File: src/rtl/pipelined_adder.sv
// pipelined_adder: WIDTH-bit adder split into SEGMENTS ripple-carry slices,
// one slice per pipeline stage, with a valid/ready stream on both sides.
//
// Ports:
//   clk        rising-edge clock
//   rst        asynchronous active-high reset
//   in_valid   operands a/b/cin valid this cycle
//   in_ready   block accepts operands this cycle (combinational from out_ready)
//   a, b       WIDTH-bit operands
//   cin        carry into bit 0
//   out_valid  sum/cout valid
//   out_ready  consumer accepts result
//   sum        a + b + cin modulo 2^WIDTH
//   cout       carry out of bit WIDTH-1
//   ovf        signed overflow, aligned with sum (only with PIPELINED_ADDER_OVERFLOW_EN)
//
// Optional feature macro: PIPELINED_ADDER_OVERFLOW_EN adds the ovf output.
//
// Stage k holds valid, the low (k+1) sum slices, the carry out of slice k, and
// the operand slices still waiting to be added. The whole chain advances
// together whenever the output is not stalled.

module pipelined_adder #(
  parameter int unsigned WIDTH    = 16,
  parameter int unsigned SEGMENTS = 4
) (
  input  logic             clk,
  input  logic             rst,
  input  logic             in_valid,
  output logic             in_ready,
  input  logic [WIDTH-1:0] a,
  input  logic [WIDTH-1:0] b,
  input  logic             cin,
  output logic             out_valid,
  input  logic             out_ready,
  output logic [WIDTH-1:0] sum,
  output logic             cout
`ifdef PIPELINED_ADDER_OVERFLOW_EN
  ,
  output logic             ovf
`endif
);

  localparam int unsigned SEG_W = WIDTH / SEGMENTS;

  // Elaboration-time parameter checks
  if (WIDTH < 2) begin : g_chk_width
    $error("pipelined_adder: WIDTH must be >= 2");
  end
  if ((SEGMENTS == 0) || (WIDTH % SEGMENTS != 0)) begin : g_chk_seg
    $error("pipelined_adder: WIDTH must be a non-zero multiple of SEGMENTS");
  end

  // Output stall freezes every stage at once
  logic stall_c;
  assign stall_c  = out_valid & ~out_ready;
  assign in_ready = ~stall_c;

  for (genvar k = 0; k < SEGMENTS; k++) begin : g_stg
    localparam int unsigned DONE_W = (k + 1) * SEG_W;

    logic              vld_q;
    logic              cy_q;
    logic [DONE_W-1:0] sum_q;

    logic              vld_d;
    logic              cy_in;
    logic [SEG_W-1:0]  a_s;
    logic [SEG_W-1:0]  b_s;
    logic [SEG_W:0]    slice_c;
    logic [DONE_W-1:0] sum_d;

    // Stage 0 takes the live operands; later stages take the skewed slices
    if (k == 0) begin : g_head
      assign vld_d = in_valid;
      assign cy_in = cin;
      assign a_s   = a[SEG_W-1:0];
      assign b_s   = b[SEG_W-1:0];
      assign sum_d = slice_c[SEG_W-1:0];
    end else begin : g_body
      assign vld_d = g_stg[k-1].vld_q;
      assign cy_in = g_stg[k-1].cy_q;
      assign a_s   = g_stg[k-1].g_rem.a_rem_q[SEG_W-1:0];
      assign b_s   = g_stg[k-1].g_rem.b_rem_q[SEG_W-1:0];
      assign sum_d = {slice_c[SEG_W-1:0], g_stg[k-1].sum_q};
    end

    // Ripple-carry slice add
    assign slice_c = {1'b0, a_s} + {1'b0, b_s} + (SEG_W+1)'(cy_in);

    always_ff @(posedge clk or posedge rst) begin
      if (rst) begin
        vld_q <= 1'b0;
        cy_q  <= 1'b0;
        sum_q <= '0;
      end else if (!stall_c) begin
        vld_q <= vld_d;
        cy_q  <= slice_c[SEG_W];
        sum_q <= sum_d;
      end
    end

    // Operand slices not yet consumed travel alongside the add
    if (k < SEGMENTS - 1) begin : g_rem
      localparam int unsigned REM_W = WIDTH - DONE_W;

      logic [REM_W-1:0] a_rem_q;
      logic [REM_W-1:0] b_rem_q;
      logic [REM_W-1:0] a_rem_d;
      logic [REM_W-1:0] b_rem_d;

      if (k == 0) begin : g_src_in
        assign a_rem_d = a[WIDTH-1:SEG_W];
        assign b_rem_d = b[WIDTH-1:SEG_W];
      end else begin : g_src_stg
        assign a_rem_d = g_stg[k-1].g_rem.a_rem_q[REM_W+SEG_W-1:SEG_W];
        assign b_rem_d = g_stg[k-1].g_rem.b_rem_q[REM_W+SEG_W-1:SEG_W];
      end

      always_ff @(posedge clk or posedge rst) begin
        if (rst) begin
          a_rem_q <= '0;
          b_rem_q <= '0;
        end else if (!stall_c) begin
          a_rem_q <= a_rem_d;
          b_rem_q <= b_rem_d;
        end
      end
    end

`ifdef PIPELINED_ADDER_OVERFLOW_EN
    if (k == SEGMENTS - 1) begin : g_ovf
      logic ovf_q;
      logic msb_cin;

      // Carry into the MSB recovered from the MSB's own sum bit
      assign msb_cin = a_s[SEG_W-1] ^ b_s[SEG_W-1] ^ slice_c[SEG_W-1];

      always_ff @(posedge clk or posedge rst) begin
        if (rst) begin
          ovf_q <= 1'b0;
        end else if (!stall_c) begin
          ovf_q <= msb_cin ^ slice_c[SEG_W];
        end
      end
    end
`endif
  end

  assign out_valid = g_stg[SEGMENTS-1].vld_q;
  assign sum       = g_stg[SEGMENTS-1].sum_q;
  assign cout      = g_stg[SEGMENTS-1].cy_q;

`ifdef PIPELINED_ADDER_OVERFLOW_EN
  assign ovf = g_stg[SEGMENTS-1].g_ovf.ovf_q;
`endif

endmodule

File: config.mk
export PLATFORM = sky130hd
export DESIGN_NAME = pipelined_adder
export DESIGN_NICKNAME = d
export VERILOG_FILES = /design/src/rtl/pipelined_adder.sv
export SDC_FILE = /design/constraint.sdc
export NUM_CORES = 1
export LEC_CHECK = 0
export CORE_ASPECT_RATIO = 2
export CORE_UTILIZATION = 59
export DETAILED_ROUTE_END_ITERATION = 12
export PLACE_DENSITY_LB_ADDON = 0.05
export SKIP_LAST_GASP = 1
export SLEW_MARGIN = 10
export SYNTH_ARGS = -nofsm -noshare
export SYNTH_HDL_FRONTEND = slang
export SYNTH_SLANG_ARGS = --single-unit
File: constraint.sdc
create_clock -name clk -period 6.7 [get_ports clk]
set_clock_uncertainty 0.2 [all_clocks]
set_input_delay 1.675 -clock clk [delete_from_list [all_inputs] [get_ports clk]]
set_output_delay 1.675 -clock clk [all_outputs]
set_load 0.01 [all_outputs]
# ---- Yosys cells after proc, flatten, opt, wreduce, memory -nomap -nowiden
# Cells that the tools add are included.
dict set report op_classes {
  add_sub_neg 8
  n_bitwise 3
}
# operator n
set op_table {}
lappend op_table {{$add 4x4->5} 4}
lappend op_table {{$add 5x1->5} 4}
lappend op_table {{$not 1->1} 2}
lappend op_table {{$and 1x1->1} 1}
dict set report totals {
  register_bits 96
  input_bits 37
  output_inout_bits 19
  wordCells 29
}

# ---- Longest topological paths before layout
dict set report depth {
  ltp_word 3
  mapped_depth 7
  depth_no_buf 6
}

# ---- Least setup slack after synthesis
# No wires, ideal clock.
dict set report synth_path {
  path_kind {input to output}
  from {input port out_ready}
  to {output port in_ready}
  arrival_ns 2.082
  required_time_ns 4.825
  setup_slack_ns 2.743
  stages 4
  n_path_buf 2
  cell_sequence {nor2b_4 -> buf_6 -> inv_2 -> buf_2}
}
dict set report synth_via {
  elab_chain_len 3
}
# element line_no
set synth_lines {}
lappend synth_lines {{start: declaration} 35} ;# input logic out_ready,
lappend synth_lines {{$not 1->1} 56} ;# assign stall_c = out_valid & ~out_ready;
lappend synth_lines {{$and 1x1->1} 56}
lappend synth_lines {{$not 1->1} 57} ;# assign in_ready = ~stall_c;
lappend synth_lines {{end: declaration} 30} ;# output logic in_ready,
# Every way passes these cells.

# ---- Final worst setup path
# Same ends and word-level chain as after synthesis.

==> out/metrics.cfg <==
[critical_path]
path_cells = clkdlybuf4s50_1 -> nor2b_4 -> inv_2 -> clkdlybuf4s50_1
cp.arrival_ns = 2.83
crit_path_max_fanout = 2
slowest_stage = clkdlybuf4s50_1
max_stage_delay_ns = 0.54
worstSetupEndpointType = output pin
reg2reg_from = g_stg[2].cy_q
worstSetupPathType = in2out
crit_required_ns = 4.83
crit_family = buffers and inverters
critPathLaunch = out_ready
crit_top_cell = clkdlybuf4s50_1
crit_buf_inv = 3
start_kind = primary input

[finish]
num-fill-cells = 525
num_antenna_cells = 0
final_util_pct = 73.75
mostFrequentLayoutCells = 232 x nand2_1, 96 x dfrtp_1, 55 x clkdlybuf4s50_1
drive_gt1_share_pct = 3.024
final_common_cell = nand2_1
fin_area_um2 = 4922
syn2layout_area_growth_pct = 18.92
finalNetCount = 548
multiInputGateArea_um2 = 1521
seq_area_um2 = 2402

[clocking]
post-cts-setup-buffers = 0
ctsHoldBuffers = 0
post_cts_resized = 0
root_buffer = clkbuf_16
clock_sinks = 96
cts_made_buffers = 9
cts_tree = yes
clock_latency_ns = 0.34
clock_path_buffers = 2
clkTransAtPathRegs_ns = 0.06
htree_levels = 3

[drt]
drc = 0
viasPerCell = 4.942
drtAntennaViolNets = 0
detail_route.wl_per_cell_um = 11.76
vias = 2886
detail_route.first_pass.iterations = 4
drt-total-wl_um = 6867
drt_iter0_drc = 202

[floorplanning]
rows = 42
io_pins = 56
initial_core_util_pct = 62.02
core_um2 = 6674
die-area_um2 = 7375
die-width_um = 61.23
dieHeight_um = 120.5

[synth]
synth_area_um2 = 4139
ys_seq_area_share_pct = 58.04
ys_types = 24
synth.top_cells.by_area = dfrtp_1 58%, nand2_1 21%, fa_1 3.9%
ys_warn_count = 0
yosys.area.top_type = dfrtp_1
synth_top_area_share_pct = 58.04
syn-num-nets = 501
ys_ff_latch = 96
syn_area_per_cell_um2 = 9.322
netlist_instances = 444

[placement]
placed_cell_area_um2 = 4658
routabilityCongestion = 0.7827
port_buffers = 55
dpl.hpwl_um = 4243

[timing]
worst_pin_slew_ns = 0.9345
setup_violations = 0
finalMaxSlewViolations = 0
fmaxAchievable_mhz = 212.4
min_period_over_period_pct = 70.28
rsz0062_at_grt = false
finalHoldViolCount = 0
max_slew_margin_pct = 37.70
fin_setup_tns_ns = 0
period_needed_ns = 4.709

[pwr]
intPower_w = 0.001446
power_leakage_nw = 2.528
power_density_nw_per_um2 = 443.7
switchingPower_w = 0.0007376
ir_drop_mv = 0.2687
pwr-share-comb_pct = 34.8
seqPwrFrac_pct = 44.3
p_sw_share_pct = 33.78
p_clk_share_pct = 20.8

[status]
status = finished, final reports clean

[global_route]
antenna_found_initial = 0
grt_use_total_pct = 22.50
grt_pass1_wl_um = 12230
grt_start_max_net_pins = 103
overflow = 0
grt_pass1_vias = 2862

[worst_hold_path]
hold_path.class = reg2reg
hold_start = g_stg[0].g_rem.a_rem_q[8]

[job]
cap_violations = 0

-- cells in the mapped netlist --
| cell type | n |
|---|---|
| a21o_1 | 4 |
| a21oi_1 | 12 |
| a22oi_1 | 1 |
| buf_2 | 4 |
| buf_4 | 2 |
| buf_6 | 9 |
| clkbuf_1 | 6 |
| dfrtp_1 | 96 |
| fa_1 | 8 |
| ha_1 | 12 |
| inv_1 | 14 |
| inv_2 | 1 |
| nand2_1 | 232 |
| nand2b_1 | 1 |
| nor2_1 | 11 |
| nor2b_1 | 4 |
| nor2b_4 | 1 |
| nor3_1 | 1 |
| o21a_1 | 2 |
| o21ai_0 | 15 |
| o21ai_1 | 2 |
| o31ai_1 | 1 |
| xnor2_1 | 1 |
| xor2_1 | 4 |
-- sequential cells by signal, summed over array words and instances (netlist names) --
name and cells:
g_stg.vld_q 3, out_valid 1, g_stg.g_rem.a_rem_q 24, sum 16, g_stg.cy_q 3, g_stg.sum_q 24
cout 1, g_stg.g_rem.b_rem_q 24
-- power by group through the flow --
stage	Sequential, W	Clock (W)	Combinational [W]
finish	0.000968	0.000455	0.000761
global route	0.000999	0.000491	0.000889
CTS	0.000970	0.000467	0.000777
detailed placement	0.000978	0	0.000767
global placement	0.000962	0	0.000731
floorplan	0.000974	0	0.000535
-- logic make-up (layout without fill, tap and decap cells) --
logic type | count (synthesis) | after routing | synth area share [%]
AND/OR/NAND/NOR | 250 | 250 | 23.25
flip-flops | 96 | 96 | 58.04
AO/OA/AOI/OAI | 37 | 37 | 4.958
buffers and inverters | 36 | 88 | 5.199
adder cells (fa/ha/maj) | 20 | 20 | 7.497
XOR/XNOR | 5 | 5 | 1.058
-- cell type report --
class	instances	area share [%]
multi-input cells	312	30.91
well taps	88	2.237
flip-flops and latches	96	48.81
inverters	15	1.246
repair buffers	57	11.49
clock buffers	16	5.313
-- metal layers --
| layer | vias to the layer above | global-route usage, % | share of wire, % |
|---|---|---|---|
| met1 | 1371 | 27.72 | 43 |
| met2 | 48 | 36.28 | 52 |
| met3 | 10 | 6.417 | 2.8 |
| met4 | 0 | 8.949 | 2.1 |
| met5 | - | 0 | 0 |
| li1 | 1457 | - | - |
-- per-stage QoR --
step	hold WS, ns	total power (W)	instances	worst slack, ns
3_3_place_gp	0.2467	0.001693	568	2.009
5_1_grt	0.2823	0.002379	584	1.944
3_5_place_dp	0.2555	0.001745	568	1.994
6_report	0.2635	0.002184	584	1.991
4_1_cts	0.2684	0.002214	584	1.987
2_1_floorplan	0.2300	0.001509	444	2.320
-- tightest hold or removal path, stage by stage, from the launching register on --
cell and delay, ns:
dfrtp_1 0.34, nand2_1 0.05, nand2_1 0.04
-- final timing paths --
kind	to	slack (ns)	cells after the start
max	in_ready	1.99	4
min	g_stg[0].g_rem.a_rem_q[8]	0.26	2
max reg2reg	cout	4.58	5
min reg2reg	g_stg[0].g_rem.a_rem_q[8]	0.26	2
max in group asynchronous	sum[14]	4.05	2
min in group asynchronous	sum[9]	1.71	2
(Power assumes the default switching activity.)
